$ cat src/rtl/multicycle_pkg.sv
`default_nettype none
// +----------------------------------------------------------------------+
// | multicycle_pkg                                                       |
// | State encoding, opcode/funct constants and ALU codes for the         |
// | multicycle CPU controller.                                           |
// | Revision: 1.0                                                        |
// +----------------------------------------------------------------------+
package multicycle_pkg;

    typedef enum logic [3:0] {
        ST_FETCH     = 4'd0,
        ST_DECODE    = 4'd1,
        ST_MEM_ADDR  = 4'd2,
        ST_MEM_READ  = 4'd3,
        ST_MEM_WB    = 4'd4,
        ST_MEM_WRITE = 4'd5,
        ST_EXEC_R    = 4'd6,
        ST_R_WB      = 4'd7,
        ST_EXEC_I    = 4'd8,
        ST_I_WB      = 4'd9,
        ST_BRANCH    = 4'd10,
        ST_HALT      = 4'd11
    } state_t;

    localparam logic [5:0] c_OP_RTYPE = 6'b000000;
    localparam logic [5:0] c_OP_LW    = 6'b100011;
    localparam logic [5:0] c_OP_SW    = 6'b101011;
    localparam logic [5:0] c_OP_BEQ   = 6'b000100;
    localparam logic [5:0] c_OP_ADDI  = 6'b001000;
    localparam logic [5:0] c_OP_ANDI  = 6'b001100;
    localparam logic [5:0] c_OP_ORI   = 6'b001101;

    localparam logic [5:0] c_FN_ADD = 6'b100000;
    localparam logic [5:0] c_FN_SUB = 6'b100010;
    localparam logic [5:0] c_FN_AND = 6'b100100;
    localparam logic [5:0] c_FN_OR  = 6'b100101;
    localparam logic [5:0] c_FN_SLT = 6'b101010;

    localparam logic [2:0] c_ALU_AND = 3'b000;
    localparam logic [2:0] c_ALU_OR  = 3'b001;
    localparam logic [2:0] c_ALU_ADD = 3'b010;
    localparam logic [2:0] c_ALU_SUB = 3'b110;
    localparam logic [2:0] c_ALU_SLT = 3'b111;

    localparam logic [1:0] c_SRCB_REG  = 2'd0;
    localparam logic [1:0] c_SRCB_ONE  = 2'd1;
    localparam logic [1:0] c_SRCB_SEXT = 2'd2;
    localparam logic [1:0] c_SRCB_ZEXT = 2'd3;

endpackage
`default_nettype wire

$ cat src/rtl/multicycle_control_alu_decode.sv
`default_nettype none
// +----------------------------------------------------------------------+
// | alu_decode                                                           |
// | Maps an R-type funct field to an ALU operation and a legality flag.  |
// | Revision: 1.0                                                        |
// +----------------------------------------------------------------------+
module alu_decode
    import multicycle_pkg::*;
(
    input  logic [5:0] i_funct,
    output logic [2:0] o_alu_control,
    output logic       o_legal
);

    always_comb begin
        o_alu_control = c_ALU_ADD;
        o_legal       = 1'b1;
        case (i_funct)
            c_FN_ADD: o_alu_control = c_ALU_ADD;
            c_FN_SUB: o_alu_control = c_ALU_SUB;
            c_FN_AND: o_alu_control = c_ALU_AND;
            c_FN_OR:  o_alu_control = c_ALU_OR;
            c_FN_SLT: o_alu_control = c_ALU_SLT;
            default:  o_legal       = 1'b0;
        endcase
    end

endmodule
`default_nettype wire

$ cat src/rtl/multicycle_control.sv
`default_nettype none
// +----------------------------------------------------------------------+
// | multicycle_control                                                   |
// | Moore controller sequencing the multicycle CPU datapath.             |
// | Revision: 1.0                                                        |
// +----------------------------------------------------------------------+
module multicycle_control
    import multicycle_pkg::*;
#(
    parameter int          COUNT_WIDTH = 32,
    parameter logic [5:0]  HALT_OPCODE = 6'b111111
) (
    input  logic                   Clock,
    input  logic                   Reset,
    input  logic [5:0]             Opcode,
    input  logic [5:0]             Funct,
    output logic                   PC_write,
    output logic                   Branch,
    output logic                   PC_src,
    output logic                   Reg_write,
    output logic                   Mem_to_reg,
    output logic                   Reg_dst,
    output logic                   IorD,
    output logic                   Mem_write,
    output logic                   IR_write,
    output logic                   ALU_src_a,
    output logic [1:0]             ALU_src_b,
    output logic [2:0]             ALU_control,
    output logic [3:0]             State,
    output logic                   Halted,
    output logic                   Illegal,
    output logic [COUNT_WIDTH-1:0] Instr_count
);

    state_t                 r_state;
    state_t                 w_next_state;
    logic                   r_illegal;
    logic [COUNT_WIDTH-1:0] r_instr_count;
    logic                   w_set_illegal;
    logic                   w_retire;
    logic [2:0]             w_r_alu;
    logic                   w_funct_legal;

    alu_decode u_alu_decode (
        .i_funct       (Funct),
        .o_alu_control (w_r_alu),
        .o_legal       (w_funct_legal)
    );

    always_ff @(posedge Clock) begin
        if (!Reset) begin
            r_state       <= ST_FETCH;
            r_illegal     <= 1'b0;
            r_instr_count <= '0;
        end else begin
            r_state <= w_next_state;
            if (w_set_illegal) r_illegal <= 1'b1;
            if (w_retire)      r_instr_count <= r_instr_count + 1'b1;
        end
    end

    assign w_retire = (r_state == ST_MEM_WB) || (r_state == ST_MEM_WRITE) ||
                      (r_state == ST_R_WB)   || (r_state == ST_I_WB)      ||
                      (r_state == ST_BRANCH);

    always_comb begin
        w_next_state  = r_state;
        w_set_illegal = 1'b0;
        PC_write      = 1'b0;
        Branch        = 1'b0;
        PC_src        = 1'b0;
        Reg_write     = 1'b0;
        Mem_to_reg    = 1'b0;
        Reg_dst       = 1'b0;
        IorD          = 1'b0;
        Mem_write     = 1'b0;
        IR_write      = 1'b0;
        ALU_src_a     = 1'b0;
        ALU_src_b     = c_SRCB_REG;
        ALU_control   = c_ALU_AND;
        Halted        = 1'b0;
        case (r_state)
            ST_FETCH: begin
                IR_write     = 1'b1;
                ALU_src_a    = 1'b1;
                ALU_src_b    = c_SRCB_ONE;
                ALU_control  = c_ALU_ADD;
                PC_write     = 1'b1;
                w_next_state = ST_DECODE;
            end
            ST_DECODE: begin
                ALU_src_a   = 1'b1;
                ALU_src_b   = c_SRCB_SEXT;
                ALU_control = c_ALU_ADD;
                if (Opcode == c_OP_LW || Opcode == c_OP_SW)
                    w_next_state = ST_MEM_ADDR;
                else if (Opcode == c_OP_RTYPE && w_funct_legal)
                    w_next_state = ST_EXEC_R;
                else if (Opcode == c_OP_ADDI || Opcode == c_OP_ANDI || Opcode == c_OP_ORI)
                    w_next_state = ST_EXEC_I;
                else if (Opcode == c_OP_BEQ)
                    w_next_state = ST_BRANCH;
                else if (Opcode == HALT_OPCODE)
                    w_next_state = ST_HALT;
                else begin
                    w_next_state  = ST_HALT;
                    w_set_illegal = 1'b1;
                end
            end
            // Memory states keep the address computation on the ALU so ALU-out is stable.
            ST_MEM_ADDR, ST_MEM_READ, ST_MEM_WRITE: begin
                ALU_src_b   = c_SRCB_SEXT;
                ALU_control = c_ALU_ADD;
                if (r_state == ST_MEM_ADDR)
                    w_next_state = (Opcode == c_OP_LW) ? ST_MEM_READ : ST_MEM_WRITE;
                else if (r_state == ST_MEM_READ) begin
                    IorD         = 1'b1;
                    w_next_state = ST_MEM_WB;
                end else begin
                    IorD         = 1'b1;
                    Mem_write    = 1'b1;
                    w_next_state = ST_FETCH;
                end
            end
            ST_MEM_WB: begin
                Reg_write    = 1'b1;
                Mem_to_reg   = 1'b1;
                w_next_state = ST_FETCH;
            end
            ST_EXEC_R, ST_R_WB: begin
                ALU_src_b   = c_SRCB_REG;
                ALU_control = w_r_alu;
                if (r_state == ST_EXEC_R)
                    w_next_state = ST_R_WB;
                else begin
                    Reg_write    = 1'b1;
                    Reg_dst      = 1'b1;
                    w_next_state = ST_FETCH;
                end
            end
            ST_EXEC_I, ST_I_WB: begin
                if (Opcode == c_OP_ANDI) begin
                    ALU_src_b   = c_SRCB_ZEXT;
                    ALU_control = c_ALU_AND;
                end else if (Opcode == c_OP_ORI) begin
                    ALU_src_b   = c_SRCB_ZEXT;
                    ALU_control = c_ALU_OR;
                end else begin
                    ALU_src_b   = c_SRCB_SEXT;
                    ALU_control = c_ALU_ADD;
                end
                if (r_state == ST_EXEC_I)
                    w_next_state = ST_I_WB;
                else begin
                    Reg_write    = 1'b1;
                    w_next_state = ST_FETCH;
                end
            end
            ST_BRANCH: begin
                ALU_src_b    = c_SRCB_REG;
                ALU_control  = c_ALU_SUB;
                Branch       = 1'b1;
                PC_src       = 1'b1;
                w_next_state = ST_FETCH;
            end
            ST_HALT: begin
                Halted = 1'b1;
            end
            default: w_next_state = ST_HALT;
        endcase
        // Reset held low quiesces every strobe and select regardless of state.
        if (!Reset) begin
            PC_write    = 1'b0;
            Branch      = 1'b0;
            PC_src      = 1'b0;
            Reg_write   = 1'b0;
            Mem_to_reg  = 1'b0;
            Reg_dst     = 1'b0;
            IorD        = 1'b0;
            Mem_write   = 1'b0;
            IR_write    = 1'b0;
            ALU_src_a   = 1'b0;
            ALU_src_b   = c_SRCB_REG;
            ALU_control = c_ALU_AND;
            Halted      = 1'b0;
        end
    end

    assign State       = r_state;
    assign Illegal     = r_illegal;
    assign Instr_count = r_instr_count;

endmodule
`default_nettype wire

$ cat config.mk
export PLATFORM = sky130hd
export DESIGN_NAME = multicycle_control
export DESIGN_NICKNAME = d
export VERILOG_FILES = /design/src/rtl/multicycle_pkg.sv /design/src/rtl/multicycle_control_alu_decode.sv /design/src/rtl/multicycle_control.sv
export SDC_FILE = /design/constraint.sdc
export NUM_CORES = 1
export LEC_CHECK = 0
export CORE_ASPECT_RATIO = 1.4
export CORE_MARGIN = 2
export CORE_UTILIZATION = 49
export DETAILED_ROUTE_END_ITERATION = 10
export PLACE_DENSITY = 0.92
export SYNTH_ARGS = -nofsm -noshare
export SYNTH_HDL_FRONTEND = slang
export SYNTH_SLANG_ARGS = --single-unit
$ cat constraint.sdc
create_clock -name Clock -period 3.8 [get_ports Clock]
set_clock_uncertainty 0.1 [all_clocks]
set_input_delay 1.14 -clock Clock [delete_from_list [all_inputs] [get_ports Clock]]
set_output_delay 1.14 -clock Clock [all_outputs]
set_load 0.01 [all_outputs]
==> flow_metrics.py, run 1 <==
metrics = {
    "synthesis": {
        "yosysTopAreaCellShare_pct": 29.5,
        "synth_common_cells": "37 x dfxtp_1, 33 x nand2_1, 24 x nand2b_1",
        "yosysSeqAreaShare_pct": 29.5,
        "syn-cell-area_um2": 2510,
        "yosys_warnings": 0,
        "synth-edff-count": 0,
        "syn_inst": 297,
        "yosys.area.top_type": "dfxtp_1",
        "synth-seq-cells": 37,
        "synth_nets": 312,
        "async_reset_ff_share_pct": 0,
        "ys.flop_type": "dfxtp_1",
        "syn_area_per_cell_um2": 8.44,
        "netlist_top_cells_area": "dfxtp_1 30%, nand2b_1 6.0%, mux2i_1 5.6%",
        "synthDistinctLibCells": 55,
        "synth_most_common_cell": "dfxtp_1",
    },
    "power_and_ir_drop": {
        "cellPowerDensity_nw_per_um2": 344,
        "irDropWorstVdd_mv": 0.249,
        "p_leak_nw": 1.21,
        "p_total_mw": 1.15,
    },
    "place": {
        "pre_cts_ws_ns": -0.462,
        "port_buffers": 66,
        "globalplace.congestion": 0.882,
        "dp_hpwl_um": 4670,
        "placedCellCount": 422,
    },
    "clocking": {
        "numCtsBuffers": 5,
        "clkLatencyLatePin_ns": 0.28,
        "cts_setup_buffers": 0,
        "root_buffer": "clkbuf_8",
        "cts.sinks": 37,
        "h-tree-depth": 2,
        "clk_pin_slew_ns": 0.06,
        "cts_buffer_depth": 2,
        "cts_tree": "built",
    },
    "routing": {
        "dr.pass1.iters": 5,
        "drc": 0,
        "wl_per_cell_um": 15.3,
        "vias": 2588,
        "wl_um": 6560,
        "ant_nets": 0,
        "vias_per_cell": 6.02,
        "drt_iter0_drc": 138,
    },
    "timing": {
        "relSlewSlack_pct": 50.6,
        "max_freq_ghz": 0.269,
        "fin_ws_ns": 0.0850,
        "worst_pin_slew_ns": 0.740,
        "hold_viol_final": 0,
        "setup_violations": 0,
        "slew_viol_final": 0,
        "min_period_ns": 3.72,
        "period_share_pct": 97.8,
    },
    "cells_and_area": {
        "drive_above_1_share_pct": 13.7,
        "antenna_cells": 0,
        "synthToLayoutAreaGrowth_pct": 33.5,
        "num-nets-final": 380,
        "final_cells": 430,
    },
    "worst_setup_path": {
        "path_class": "input pin to primary output",
        "end_kind": "primary output",
        "cp_slowest_stage_delay_ns": 0.58,
        "worst-endpoint-arrival_ns": 2.48,
        "worstPathCellList": "clkdlybuf4s50_1, clkinv_1, nor2_1, clkdlybuf4s50_1",
        "critPathRequiredTime_ns": 2.56,
        "timing.critical_path.mode_cell": "clkdlybuf4s50_1",
        "crit_fanout": 4,
        "start_kind": "input pin",
        "slowest_stage": "clkdlybuf4s50_1",
    },
    "floorplanning": {
        "die_h_um": 88.6,
        "io_pins": 67,
        "die_w_um": 64.5,
        "initial_core_util_pct": 51.4,
        "core_um2": 4880,
        "num_rows": 30,
        "die-area_um2": 5710,
    },
    "job": {
        "cap_violations": 0,
    },
    "outcome": {
        "status": "complete, no violations",
    },
    "global_route": {
        "grt_usage_pct": 24.0,
        "overflow": 0,
        "grt_pass1_wl_um": 11100,
        "antenna_found_initial": 0,
        "grt_max_degree": 41,
        "grt_pass1_vias": 2502,
    },
    "worst_hold_path": {
        "hold_class": "flop to flop",
    },
}
[routing by layer]
metal / GRT usage, % / vias up / part of all wire [%]
met2: 45.5 / 106 / 54
li1: - / 1252 / -
met4: 8.32 / 0 / 1.0
met1: 26.2 / 1221 / 39
met5: 0 / - / 0
met3: 5.47 / 9 / 5.7
[placed cells by master (no fill, tap or decap), drive strengths merged, types with 3 or more instances in the layout]
cell	n
a21oi	20
or3	7
nor3	3
and4	4
dlymetal6s2s	4
and3	4
dlygate4sd2	10
dfxtp	37
inv	8
o311ai	8
buf	17
nor4	12
nand2	33
a32oi	3
nor3b	3
o21ai	8
nor2	14
mux2i	14
nand4	8
clkbuf	9
or4	6
nor2b	5
o31ai	8
nand3	16
clkdlybuf4s50	49
o41ai	10
nand2b	24
[worst max-delay path, delay by kind of cell]
family                 cells  cell delay [ns]
buffers and inverters      3             1.22
AND/OR/NAND/NOR            1             0.12
[cell type report]
| type | instances | area, µm² |
|---|---|---|
| Tap cell | 64 | 80.1 |
| Fill cell | 416 | 1530 |
| Sequential cell | 37 | 741 |
| Timing Repair Buffer | 81 | 756 |
| Multi-Input combinational cell | 231 | 1660 |
| Clock buffer | 8 | 80.1 |
| Inverter | 9 | 33.8 |
[registers in the layout (all words and copies together) (netlist names)]
name	cells
Instr_count	32
Illegal	1
State	4
[final timing paths]
| check | start | end | slack (ns) | cells after the start |
|---|---|---|---|---|
| min reg2reg | Instr_count[31] | Instr_count[31] | 0.37 | 2 |
| max reg2reg | State[3] | Instr_count[30] | 1.13 | 5 |
| max | Reset | ALU_src_b[1] | 0.08 | 4 |
| min | Instr_count[31] | Instr_count[31] | 0.37 | 2 |
[per-stage QoR]
stage | hold slack (ns) | cell area [µm²] | setup TNS (ns) | util (%)
2_1_floorplan | 0.379 | 2510 | 0 | -
3_3_place_gp | 0.348 | 3240 | -1.45 | 66.5
3_5_place_dp | 0.357 | 3240 | -1.87 | 66.5
4_1_cts | 0.375 | 3330 | -0.0213 | 68.2
5_1_grt | 0.394 | 3350 | -0.00613 | 68.6
6_report | 0.373 | 3350 | 0 | 68.6
[what timing repair did]
action / CTS / global route
hold buffers: 0 / 0
hold endpoints to repair: 0 / 0
gates resized for setup: 24 / 9
setup endpoints to repair: 13 / 4
pin swaps: 2 / 4
[report_power, final]
group | internal [mW] | switching (mW) | total, mW
combinational | 0.193 | 0.199 | 0.391
sequential | 0.413 | 0.0873 | 0.500
clock | 0.130 | 0.130 | 0.260
[logic make-up after synthesis]
kind of cell / count (synthesis) / share of synthesized area, %
buffers and inverters: 29 / 5.99
muxes: 14 / 5.59
and+or+nand+nor: 146 / 34.9
DFF: 37 / 29.5
AOI/OAI and AO/OA: 68 / 22.8
adders and majority gates: 1 / 0.499
xor gates and xnor gates: 2 / 0.699
Power figures use the tool's default switching activity.
==> inputs of run 2 (changes only) <==
--- a/config.mk
+++ b/config.mk
@@ -5,6 +5,8 @@
 export SDC_FILE = /design/constraint.sdc
 export NUM_CORES = 1
 export LEC_CHECK = 0
+export ABC_CLOCK_PERIOD_IN_PS = 3800
+export CAP_MARGIN = 20
 export CORE_ASPECT_RATIO = 1.4
 export CORE_MARGIN = 2
 export CORE_UTILIZATION = 49
==> constraint.sdc (replaced) <==
create_clock -name Clock -period 3.8 [get_ports Clock]
set_clock_uncertainty 0.1 [all_clocks]
set_input_delay 0.57 -clock Clock [delete_from_list [all_inputs] [get_ports Clock]]
set_output_delay 0.57 -clock Clock [all_outputs]
set_load 0.01 [all_outputs]
==> flow_metrics.py, run 2 (synthesized netlist as in run 1, its figures left out) <==
metrics = {
    "outcome": {
        "status": "complete, no violations",
    },
    "timing": {
        "worst_pin_slew_ns": 0.668,
        "hold_viol_final": 0,
        "max_freq_ghz": 0.306,
        "slew_viol_final": 0,
        "hold-worst-slack_ns": 0.370,
        "period_share_pct": 86.0,
        "setup_tns_ns": 0,
        "relSlewSlack_pct": 55.4,
        "rsz0062_at_grt": "false",
        "fin_ws_ns": 0.531,
        "setup_violations": 0,
        "min_period_ns": 3.27,
    },
    "worst_setup_path": {
        "cp_slowest_stage_delay_ns": 0.58,
        "timing.critical_path.mode_cell": "clkdlybuf4s50_1",
        "path_class": "input pin to primary output",
        "end_kind": "primary output",
        "worstPathCellList": "clkdlybuf4s50_1, nor3b_1, nor4bb_1, o21ai_0, a31oi_1, clkdlybuf4s50_1",
        "critPathRequiredTime_ns": 3.13,
        "slowest_stage": "clkdlybuf4s50_1",
        "start_kind": "input pin",
        "worst-endpoint-arrival_ns": 2.60,
        "crit_fanout": 5,
    },
    "clocking": {
        "cts_tree": "built",
        "numCtsBuffers": 5,
        "cts.sinks": 37,
        "clkLatencyLatePin_ns": 0.29,
        "ctsResizeCount": 0,
        "h-tree-depth": 2,
        "cts_setup_buffers": 0,
        "cts_buffer_depth": 2,
        "root_buffer": "clkbuf_8",
        "clk_pin_slew_ns": 0.07,
        "ctsHoldBuffers": 0,
    },
    "worst_hold_path": {
        "hold_class": "flop to flop",
    },
    "routing": {
        "drc": 0,
        "drt_iter0_drc": 155,
        "wl_um": 6200,
        "vias_per_cell": 6.08,
        "vias": 2548,
        "wl_per_cell_um": 14.8,
        "dr.pass1.iters": 4,
        "ant_nets": 0,
    },
    "floorplanning": {
        "die_w_um": 64.5,
        "die_h_um": 88.6,
        "num_rows": 30,
        "initial_core_util_pct": 51.4,
        "die-area_um2": 5710,
        "io_pins": 67,
        "core_um2": 4880,
    },
    "job": {
        "cap_violations": 0,
    },
    "cells_and_area": {
        "synthToLayoutAreaGrowth_pct": 30.9,
        "antenna_cells": 0,
        "num-nets-final": 369,
        "nFillCells": 399,
        "largest_reg_flops": 32,
        "drive_above_1_share_pct": 9.58,
        "utilization_pct": 67.3,
        "layout_commonest_cell": "clkdlybuf4s50_1",
        "layout_common_cells": "66 x clkdlybuf4s50_1, 37 x dfxtp_1, 33 x nand2_1",
    },
    "place": {
        "dp_hpwl_um": 4410,
        "pre_cts_ws_ns": 0.596,
        "port_buffers": 66,
        "globalplace.congestion": 0.859,
    },
    "global_route": {
        "grt_usage_pct": 22.3,
        "grt_pass1_wl_um": 10200,
        "overflow": 0,
        "grt_max_degree": 47,
        "antenna_found_initial": 0,
        "grt_pass1_vias": 2217,
    },
    "power_and_ir_drop": {
        "cellPowerDensity_nw_per_um2": 380,
        "irDropWorstVdd_mv": 0.380,
        "p_leak_nw": 1.07,
        "p_total_mw": 1.25,
    },
}
run 2: power breakdown:
group	switching (mW)	internal, mW
Clock	0.146	0.213
Sequential	0.0825	0.412
Combinational	0.193	0.200
run 2: layout make-up:
type / instances / area [µm²] / share of cell area (%)
multi-input cells: 231 / 1620 / 49.3
inverters: 9 / 33.8 / 1.03
clock inverters: 2 / 37.5 / 1.14
well taps: 64 / 80.1 / 2.44
flip-flops and latches: 37 / 741 / 22.6
repair buffers: 70 / 691 / 21.0
clock buffers: 6 / 82.6 / 2.52
run 2: worst max-delay path: cells and delay by family:
kind                   cells  cell delay [ns]
and+or+nand+nor            2             0.55
buffers and inverters      2             1.12
AOI/OAI and AO/OA          2             0.36
run 2: metrics by stage:
step,area (µm²),std cells
2_1_floorplan,2510,297
4_1_cts,3280,419
3_5_place_dp,3160,411
5_1_grt,3280,419
6_report,3280,419
3_3_place_gp,3160,411
run 2: worst paths after layout:
path / end / start / depth (start not counted) / slack, ns
max: ALU_control[1] / Funct[1] / 6 / 0.53
min: Instr_count[31] / Instr_count[31] / 2 / 0.37
max reg2reg: Instr_count[11] / State[2] / 5 / 1.45
min reg2reg: Instr_count[31] / Instr_count[31] / 2 / 0.37
run 2: metal layers:
layer	up-vias	share of wire [%]	global-route usage [%]
li1	1228	-	-
met1	1185	40	26.5
met2	116	50	38.8
met3	19	6.7	4.33
met4	0	2.9	9.86
met5	-	0	0
